$ cat src/rtl/axis_split_len_sched_pkg.sv
// Shared types for the split-length scheduler.
// FSM encoding and default length width.
package axis_split_sched_pkg;

    typedef enum logic [1:0] {
        IDLE,
        LOAD,
        PASS
    } sched_state_t;

    localparam int LSIZE_DEF = 16;

endpackage

$ cat src/rtl/axis_split_len_sched_if.sv
// AXI-stream style bundle: data, valid, last, ready.
// The master drives the payload and the slave drives ready.
interface axis_split_len_sched_if #(
    parameter int DSIZE = 8
);
    logic [DSIZE-1:0] tdata;
    logic             tvalid;
    logic             tlast;
    logic             tready;

    modport master (
        output tdata,
        output tvalid,
        output tlast,
        input  tready
    );

    modport slave (
        input  tdata,
        input  tvalid,
        input  tlast,
        output tready
    );
endinterface

$ cat src/rtl/axis_split_len_sched_fifo.sv
// Small synchronous FIFO with a first-word-fall-through head.
// DEPTH must be a power of two so the pointers wrap naturally.
module common_fifo #(
    parameter int DEPTH = 4,
    parameter int DSIZE = 16
) (
    input  logic                       clk,
    input  logic                       rst_n,
    input  logic                       wr_en,
    input  logic [DSIZE-1:0]           wr_data,
    input  logic                       rd_en,
    output logic [DSIZE-1:0]           rd_data,
    output logic [$clog2(DEPTH):0]     count
);
    localparam int AW = $clog2(DEPTH);

    logic [DSIZE-1:0] mem_q [DEPTH];
    logic [AW-1:0]    wr_ptr_q, wr_ptr_d;
    logic [AW-1:0]    rd_ptr_q, rd_ptr_d;
    logic [AW:0]      count_q, count_d;

    // Pointer and occupancy update for push/pop
    always_comb begin
        wr_ptr_d = wr_ptr_q;
        rd_ptr_d = rd_ptr_q;
        count_d  = count_q;
        if (wr_en) wr_ptr_d = wr_ptr_q + AW'(1);
        if (rd_en) rd_ptr_d = rd_ptr_q + AW'(1);
        unique case ({wr_en, rd_en})
            2'b10:   count_d = count_q + (AW+1)'(1);
            2'b01:   count_d = count_q - (AW+1)'(1);
            default: count_d = count_q;
        endcase
    end

    // Pointer and occupancy registers
    always_ff @(posedge clk or negedge rst_n) begin
        if (!rst_n) begin
            wr_ptr_q <= '0;
            rd_ptr_q <= '0;
            count_q  <= '0;
        end else begin
            wr_ptr_q <= wr_ptr_d;
            rd_ptr_q <= rd_ptr_d;
            count_q  <= count_d;
        end
    end

    // Storage needs no reset; only occupied slots are ever read
    always_ff @(posedge clk) begin
        if (wr_en) mem_q[wr_ptr_q] <= wr_data;
    end

    assign rd_data = mem_q[rd_ptr_q];
    assign count   = count_q;

endmodule

$ cat src/rtl/axis_split_len_sched.sv
// Per-packet split-length sequencer: one queued command admits one packet,
// and split_len is held for the whole packet. Stream data is pass-through.
module axis_split_len_sched
    import axis_split_sched_pkg::*;
#(
    parameter int DSIZE = 8,
    parameter int LSIZE = LSIZE_DEF,
    parameter int DEPTH = 4
) (
    input  logic             clock,
    input  logic             rst_n,
    input  logic [LSIZE-1:0] cmd_len,
    input  logic             cmd_valid,
    output logic             cmd_ready,
    axis_split_len_sched_if.slave  s,
    axis_split_len_sched_if.master m,
    output logic [LSIZE-1:0] split_len,
    output logic             busy,
    output logic             short_pkt,
    output logic             err_zero_len,
    output logic [15:0]      pkt_cnt
);
    localparam int CW = $clog2(DEPTH) + 1;
    localparam logic [CW-1:0] FULL_CNT = CW'(DEPTH);

    sched_state_t state_q, state_d;

    logic [LSIZE-1:0] split_len_q, split_len_d;
    logic [LSIZE-1:0] beat_q, beat_d;
    logic [15:0]      pkt_cnt_q, pkt_cnt_d;
    logic             short_q, short_d;
    logic             err_q, err_d;

    logic [CW-1:0]    q_count;
    logic [LSIZE-1:0] q_head;
    logic             q_empty;
    logic             cmd_hs;
    logic             push;
    logic             zero_cmd;
    logic             pop;
    logic             beat_hs;
    logic             last_hs;
    logic             has_work;
    logic [LSIZE:0]   beat_inc;
    logic             s_tready_o;
    logic             m_tvalid_o;
    logic [DSIZE-1:0] pass_data;

    assign q_empty   = (q_count == '0);
    assign cmd_ready = (q_count != FULL_CNT);
    assign cmd_hs    = cmd_valid && cmd_ready;
    assign zero_cmd  = cmd_hs && (cmd_len == '0);
    assign push      = cmd_hs && (cmd_len != '0);
    assign has_work  = !q_empty || push;

    assign beat_hs  = (state_q == PASS) && s.tvalid && m.tready;
    assign last_hs  = beat_hs && s.tlast;
    assign beat_inc = {1'b0, beat_q} + {{LSIZE{1'b0}}, 1'b1};

    common_fifo #(
        .DEPTH (DEPTH),
        .DSIZE (LSIZE)
    ) u_cmd_q (
        .clk     (clock),
        .rst_n   (rst_n),
        .wr_en   (push),
        .wr_data (cmd_len),
        .rd_en   (pop),
        .rd_data (q_head),
        .count   (q_count)
    );

    // FSM state register
    always_ff @(posedge clock or negedge rst_n) begin
        if (!rst_n) state_q <= IDLE;
        else        state_q <= state_d;
    end

    // Next state: a same-cycle push counts as queued work
    always_comb begin
        state_d = state_q;
        unique case (state_q)
            IDLE:    if (has_work) state_d = LOAD;
            LOAD:    state_d = PASS;
            PASS:    if (last_hs) state_d = has_work ? LOAD : IDLE;
            default: state_d = IDLE;
        endcase
    end

    // FSM outputs: stream gating, queue pop, busy
    always_comb begin
        s_tready_o = 1'b0;
        m_tvalid_o = 1'b0;
        pop        = 1'b0;
        busy       = (state_q != IDLE);
        unique case (state_q)
            IDLE: ;
            LOAD: pop = 1'b1;
            PASS: begin
                m_tvalid_o = s.tvalid;
                s_tready_o = m.tready;
            end
            default: ;
        endcase
    end

    // Length, beat counter, packet counter and event flags
    always_comb begin
        split_len_d = split_len_q;
        beat_d      = beat_q;
        pkt_cnt_d   = pkt_cnt_q;
        short_d     = 1'b0;
        err_d       = zero_cmd;
        if (pop) begin
            split_len_d = q_head;
            beat_d      = '0;
        end
        if (beat_hs && (beat_q != '1)) beat_d = beat_inc[LSIZE-1:0];
        if (last_hs) begin
            pkt_cnt_d = pkt_cnt_q + 16'd1;
            short_d   = (beat_inc < {1'b0, split_len_q});
        end
    end

    // Datapath registers
    always_ff @(posedge clock or negedge rst_n) begin
        if (!rst_n) begin
            split_len_q <= '0;
            beat_q      <= '0;
            pkt_cnt_q   <= '0;
            short_q     <= 1'b0;
            err_q       <= 1'b0;
        end else begin
            split_len_q <= split_len_d;
            beat_q      <= beat_d;
            pkt_cnt_q   <= pkt_cnt_d;
            short_q     <= short_d;
            err_q       <= err_d;
        end
    end

    assign pass_data    = s.tdata;
    assign m.tdata      = pass_data;
    assign m.tlast      = s.tlast;
    assign m.tvalid     = m_tvalid_o;
    assign s.tready     = s_tready_o;
    assign split_len    = split_len_q;
    assign short_pkt    = short_q;
    assign err_zero_len = err_q;
    assign pkt_cnt      = pkt_cnt_q;

endmodule

$ cat src/flat_wrapper.sv
// flat-port wrapper written by rule: the top's interface ports become plain ports
module axis_split_len_sched_flat import axis_split_sched_pkg::*;
#(
    parameter int DSIZE = 8,
    parameter int LSIZE = LSIZE_DEF,
    parameter int DEPTH = 4
)
  (clock, rst_n, cmd_len, cmd_valid, cmd_ready, split_len, busy, short_pkt, err_zero_len, pkt_cnt, s_tdata, s_tvalid, s_tlast, s_tready, m_tdata, m_tvalid, m_tlast, m_tready);
  axis_split_len_sched_if #(.DSIZE(DSIZE)) s_i ();
  axis_split_len_sched_if #(.DSIZE(DSIZE)) m_i ();
  input  logic clock;
  input  logic rst_n;
  input  logic [LSIZE-1:0] cmd_len;
  input  logic cmd_valid;
  output logic cmd_ready;
  output logic [LSIZE-1:0] split_len;
  output logic busy;
  output logic short_pkt;
  output logic err_zero_len;
  output logic [15:0] pkt_cnt;
  input wire logic [$bits(s_i.tdata)-1:0] s_tdata;
  input wire logic [$bits(s_i.tvalid)-1:0] s_tvalid;
  input wire logic [$bits(s_i.tlast)-1:0] s_tlast;
  output wire logic [$bits(s_i.tready)-1:0] s_tready;
  output wire logic [$bits(m_i.tdata)-1:0] m_tdata;
  output wire logic [$bits(m_i.tvalid)-1:0] m_tvalid;
  output wire logic [$bits(m_i.tlast)-1:0] m_tlast;
  input wire logic [$bits(m_i.tready)-1:0] m_tready;
  assign s_i.tdata = s_tdata;
  assign s_i.tvalid = s_tvalid;
  assign s_i.tlast = s_tlast;
  assign s_tready = s_i.tready;
  assign m_tdata = m_i.tdata;
  assign m_tvalid = m_i.tvalid;
  assign m_tlast = m_i.tlast;
  assign m_i.tready = m_tready;
  axis_split_len_sched #(.DSIZE(DSIZE), .LSIZE(LSIZE), .DEPTH(DEPTH)) u_core (.clock(clock), .rst_n(rst_n), .cmd_len(cmd_len), .cmd_valid(cmd_valid), .cmd_ready(cmd_ready), .s(s_i), .m(m_i), .split_len(split_len), .busy(busy), .short_pkt(short_pkt), .err_zero_len(err_zero_len), .pkt_cnt(pkt_cnt));
endmodule
$ cat config.mk
export PLATFORM = sky130hd
export DESIGN_NAME = axis_split_len_sched_flat
export DESIGN_NICKNAME = d
export VERILOG_FILES = /design/src/rtl/axis_split_len_sched_pkg.sv /design/src/rtl/axis_split_len_sched_if.sv /design/src/rtl/axis_split_len_sched_fifo.sv /design/src/rtl/axis_split_len_sched.sv /design/src/flat_wrapper.sv
export SDC_FILE = /design/constraint.sdc
export NUM_CORES = 1
export LEC_CHECK = 0
export BUFFER_PORTS_ARGS = -buffer_cell sky130_fd_sc_hd__clkbuf_2
export CORE_UTILIZATION = 25
export DETAILED_ROUTE_END_ITERATION = 6
export GPL_TIMING_DRIVEN = 0
export PLACE_DENSITY = 0.51
export SYNTH_ARGS = -nofsm -noshare
export SYNTH_HDL_FRONTEND = slang
export SYNTH_SLANG_ARGS = --single-unit
$ cat constraint.sdc
create_clock -name clock -period 7.7 [get_ports clock]
set_input_delay 0.77 -clock clock [delete_from_list [all_inputs] [get_ports clock]]
set_output_delay 0.77 -clock clock [all_outputs]
set_load 0.05 [all_outputs]
==> results_dict.tcl <==
set metrics [dict create \
    fmax_mhz 326 \
    fillers 2188 \
    drc_errors 18 \
    path_cells "ha_1, nand4_4, nor3_4, nand2_1, xnor2_1, ha_1, nand2_1, o21ai_0, a41oi_1, o311a_1" \
    hpwl_um 8650 \
    synth_nets 476 \
    ys_seq_area_share_pct 60.5 \
    die_w_um 152 \
    cpMaxStageDelayCell "nor3_4" \
    clockBufferDepth 2 \
    post-route-period-util_pct 39.8 \
    nets 563 \
    skew_ns 0.00715 \
    cp-start-kind "register" \
    track_usage_pct 11.2 \
    clock_latency_ns 0.41 \
    violations "design-rule violations" \
    final_cell_area_um2 6920 \
    synth_flop_cell "edfxtp_1" \
    slowest_delay_ns 0.45 \
    hold_buffers 0 \
    diodes 0 \
    wl_per_cell_um 15.2 \
    final_util_pct 31.5 \
    path_class "register to register" \
    ys_seq_elements 123 \
    placed_cell_area_um2 6310 \
    setup_violations 0 \
    netlist_area_um2 5620 \
    drive_above_1_share_pct 27.2 \
    hp-class "register to register" \
    drt-vias-per-instance 4.44 \
    drv_cap 0 \
    post-place-ws_ns 4.08 \
    grt_pass1_wl_um 19900 \
    status "complete, but fails checks" \
    grt_overflow 0 \
    relSlewSlack_pct 39.5 \
    start_util_pct 25.6 \
    drt_pre_antenna_iters 6 \
    maxSlewViolCount 0 \
    setup_tns_ns 0 \
    synth_cells 423 \
    portBuffers 68 \
    drt-initial-drc-count 188 \
    clkSlewWorstSetupHoldPaths_ns 0.06 \
    grt_pass1_vias 3674 \
    cts_tree "yes" \
    post_cts_resized 0 \
    vias 3562 \
    total_power_mw 2.57 \
    yosysWarnings 0 \
    vdd_ir_drop_max_mv 0.123 \
    cts_buffers 17 \
    design.core.area_um2 22000 \
    p_leak_nw 2.99 \
    power.density_nw_per_um2 371 \
    routed_wl_um 12200 \
    rows 54 \
    boundaryPins 77 \
    async_flop_share_pct 48.0 \
    cp.required_ns 7.98 \
    synth_edf_count 64 \
    antenna_found_initial 0 \
    crit_path_end_kind "register" \
    rsz0062_at_grt "no" \
    grt_max_degree 60 \
    tightestPinTransition_ns 0.908 \
    die_h_um 152 \
    cts-root-buf "clkbuf_16" \
    hold_viol 0 \
    cp.arrival_ns 3.34 \
    avgSynthCellArea_um2 13.3 \
    clock_sinks 123 \
    ys_types 52 \
    cp_max_fo 8 \
    post_cts_buffers 0 \
    fin_crit_ns 3.07 \
    timing.final.ws_setup_ns 4.63 \
    place_congestion 0.803 \
    ant_nets 0 \
    dieArea_um2 23100 \
    layout-area-overhead-vs-synth_pct 23.2 \
    cts-htree-levels 4 \
]
[cell families (layout without fill, tap and decap cells)]
kind of cell | Yosys count | in the layout | synth area share (%)
buffers and inverters | 46 | 146 | 3.92
flip-flops | 123 | 123 | 60.5
AND/OR/NAND/NOR | 124 | 124 | 11.7
multiplexers | 16 | 16 | 6.41
AO/OA/AOI/OAI | 56 | 56 | 6.68
XOR/XNOR | 35 | 35 | 5.59
adder cells (fa/ha/maj) | 23 | 23 | 5.25
[synth_stat cells, types with 2 or more instances]
| master | n | area [um^2] |
|---|---|---|
| a21o_1 | 4 | 30.0 |
| a21oi_1 | 6 | 30.0 |
| a22o_1 | 2 | 17.5 |
| a31oi_1 | 8 | 50.1 |
| a41oi_1 | 2 | 17.5 |
| and2_1 | 4 | 25.0 |
| and3_1 | 9 | 56.3 |
| and3b_1 | 2 | 17.5 |
| and4_1 | 3 | 26.3 |
| buf_1 | 2 | 7.51 |
| buf_2 | 5 | 25.0 |
| buf_4 | 9 | 67.6 |
| clkbuf_1 | 5 | 18.8 |
| dfrtp_1 | 59 | 1480 |
| edfxtp_1 | 64 | 1920 |
| ha_1 | 22 | 275 |
| inv_1 | 23 | 86.3 |
| mux4_2 | 16 | 360 |
| nand2_1 | 55 | 206 |
| nand2b_1 | 2 | 12.5 |
| nand3_1 | 16 | 80.1 |
| nand4_1 | 4 | 25.0 |
| nor2_1 | 10 | 37.5 |
| nor3_1 | 5 | 25.0 |
| nor4_1 | 4 | 25.0 |
| o21ai_0 | 24 | 120 |
| xnor2_1 | 22 | 193 |
| xor2_1 | 12 | 105 |
[per-stage QoR]
stage / instances / hold slack [ns]
2_1_floorplan: 423 / 0.464
3_3_place_gp: 771 / 0.462
3_5_place_dp: 771 / 0.470
4_1_cts: 803 / 0.482
5_1_grt: 803 / 0.503
6_report: 803 / 0.479
[final timing paths]
check	start	end	slack, ns	cells past startpoint
worst max-delay path	u_core.beat_q[0]	u_core.short_pkt	4.63	10
worst min-delay path	u_core.pkt_cnt[15]	u_core.pkt_cnt[15]	0.48	1
worst max register to register	u_core.beat_q[0]	u_core.short_pkt	4.63	10
worst min register to register	u_core.pkt_cnt[15]	u_core.pkt_cnt[15]	0.48	1
max in group asynchronous	rst_n	u_core.u_cmd_q.count[1]	6.66	1
min in group asynchronous	rst_n	u_core.beat_q[1]	0.50	1
[critical path, delay by kind of cell, from the launching register on]
kind	cells	cell delay, ns
DFF	1	0.44
adders and majority gates	2	0.65
AOI/OAI and AO/OA	3	0.85
and+or+nand+nor	4	0.83
xor gates and xnor gates	1	0.16
[cell type report]
class,count,area [um^2],area share (%)
flip-flops and latches,123,3400,49.1
multi-input cells,254,2000,28.9
clock buffers,18,429,6.20
well taps,280,350,5.06
repair buffers,68,343,4.95
clock inverters,14,183,2.64
plain buffers,22,130,1.88
inverters,24,90.1,1.30
[flip-flops by register name, summed over array words and instances (netlist names)]
signal                   count
u_core.u_cmd_q.rd_ptr_q      2
u_core.pkt_cnt              16
u_core.state_q               2
u_core.beat_q               16
u_core.short_pkt             1
u_core.split_len            16
u_core.err_zero_len          1
u_core.u_cmd_q.count         3
u_core.u_cmd_q.wr_ptr_q      2
u_core.u_cmd_q.mem_q        64
[power breakdown]
group | total, mW | switching (mW) | internal, mW
Sequential | 0.925 | 0.0766 | 0.849
Clock | 0.822 | 0.305 | 0.517
Combinational | 0.823 | 0.562 | 0.261
Total | 2.57 | 0.943 | 1.63
[layer usage]
layer	vias up	GRT usage (%)	share of wire [%]
met2	82	19.2	51
met3	13	3.17	4.6
li1	1710	-	-
met1	1757	13.4	43
met4	0	3.98	1.3
met5	-	0	0
[cell usage in the layout (no fill, tap or decap), drive strengths merged, types with 2 or more instances in the layout]
cell type	Yosys	layout
a21o	4	4
clkinv	0	4
mux4	16	16
xnor2	23	23
a21oi	6	6
nor4	5	5
nand4	5	5
and2	5	5
a41oi	2	2
nor3	7	7
nor2	10	10
and3b	2	2
edfxtp	64	64
dfrtp	59	59
and3	9	9
a31oi	9	9
o21ai	24	24
inv	24	30
bufinv	0	3
clkbuf	5	91
ha	22	22
buf	17	17
nand2	56	56
a22o	2	2
xor2	12	12
nand3	16	16
and4	3	3
nand2b	2	2
Power figures use the tool's default switching activity.
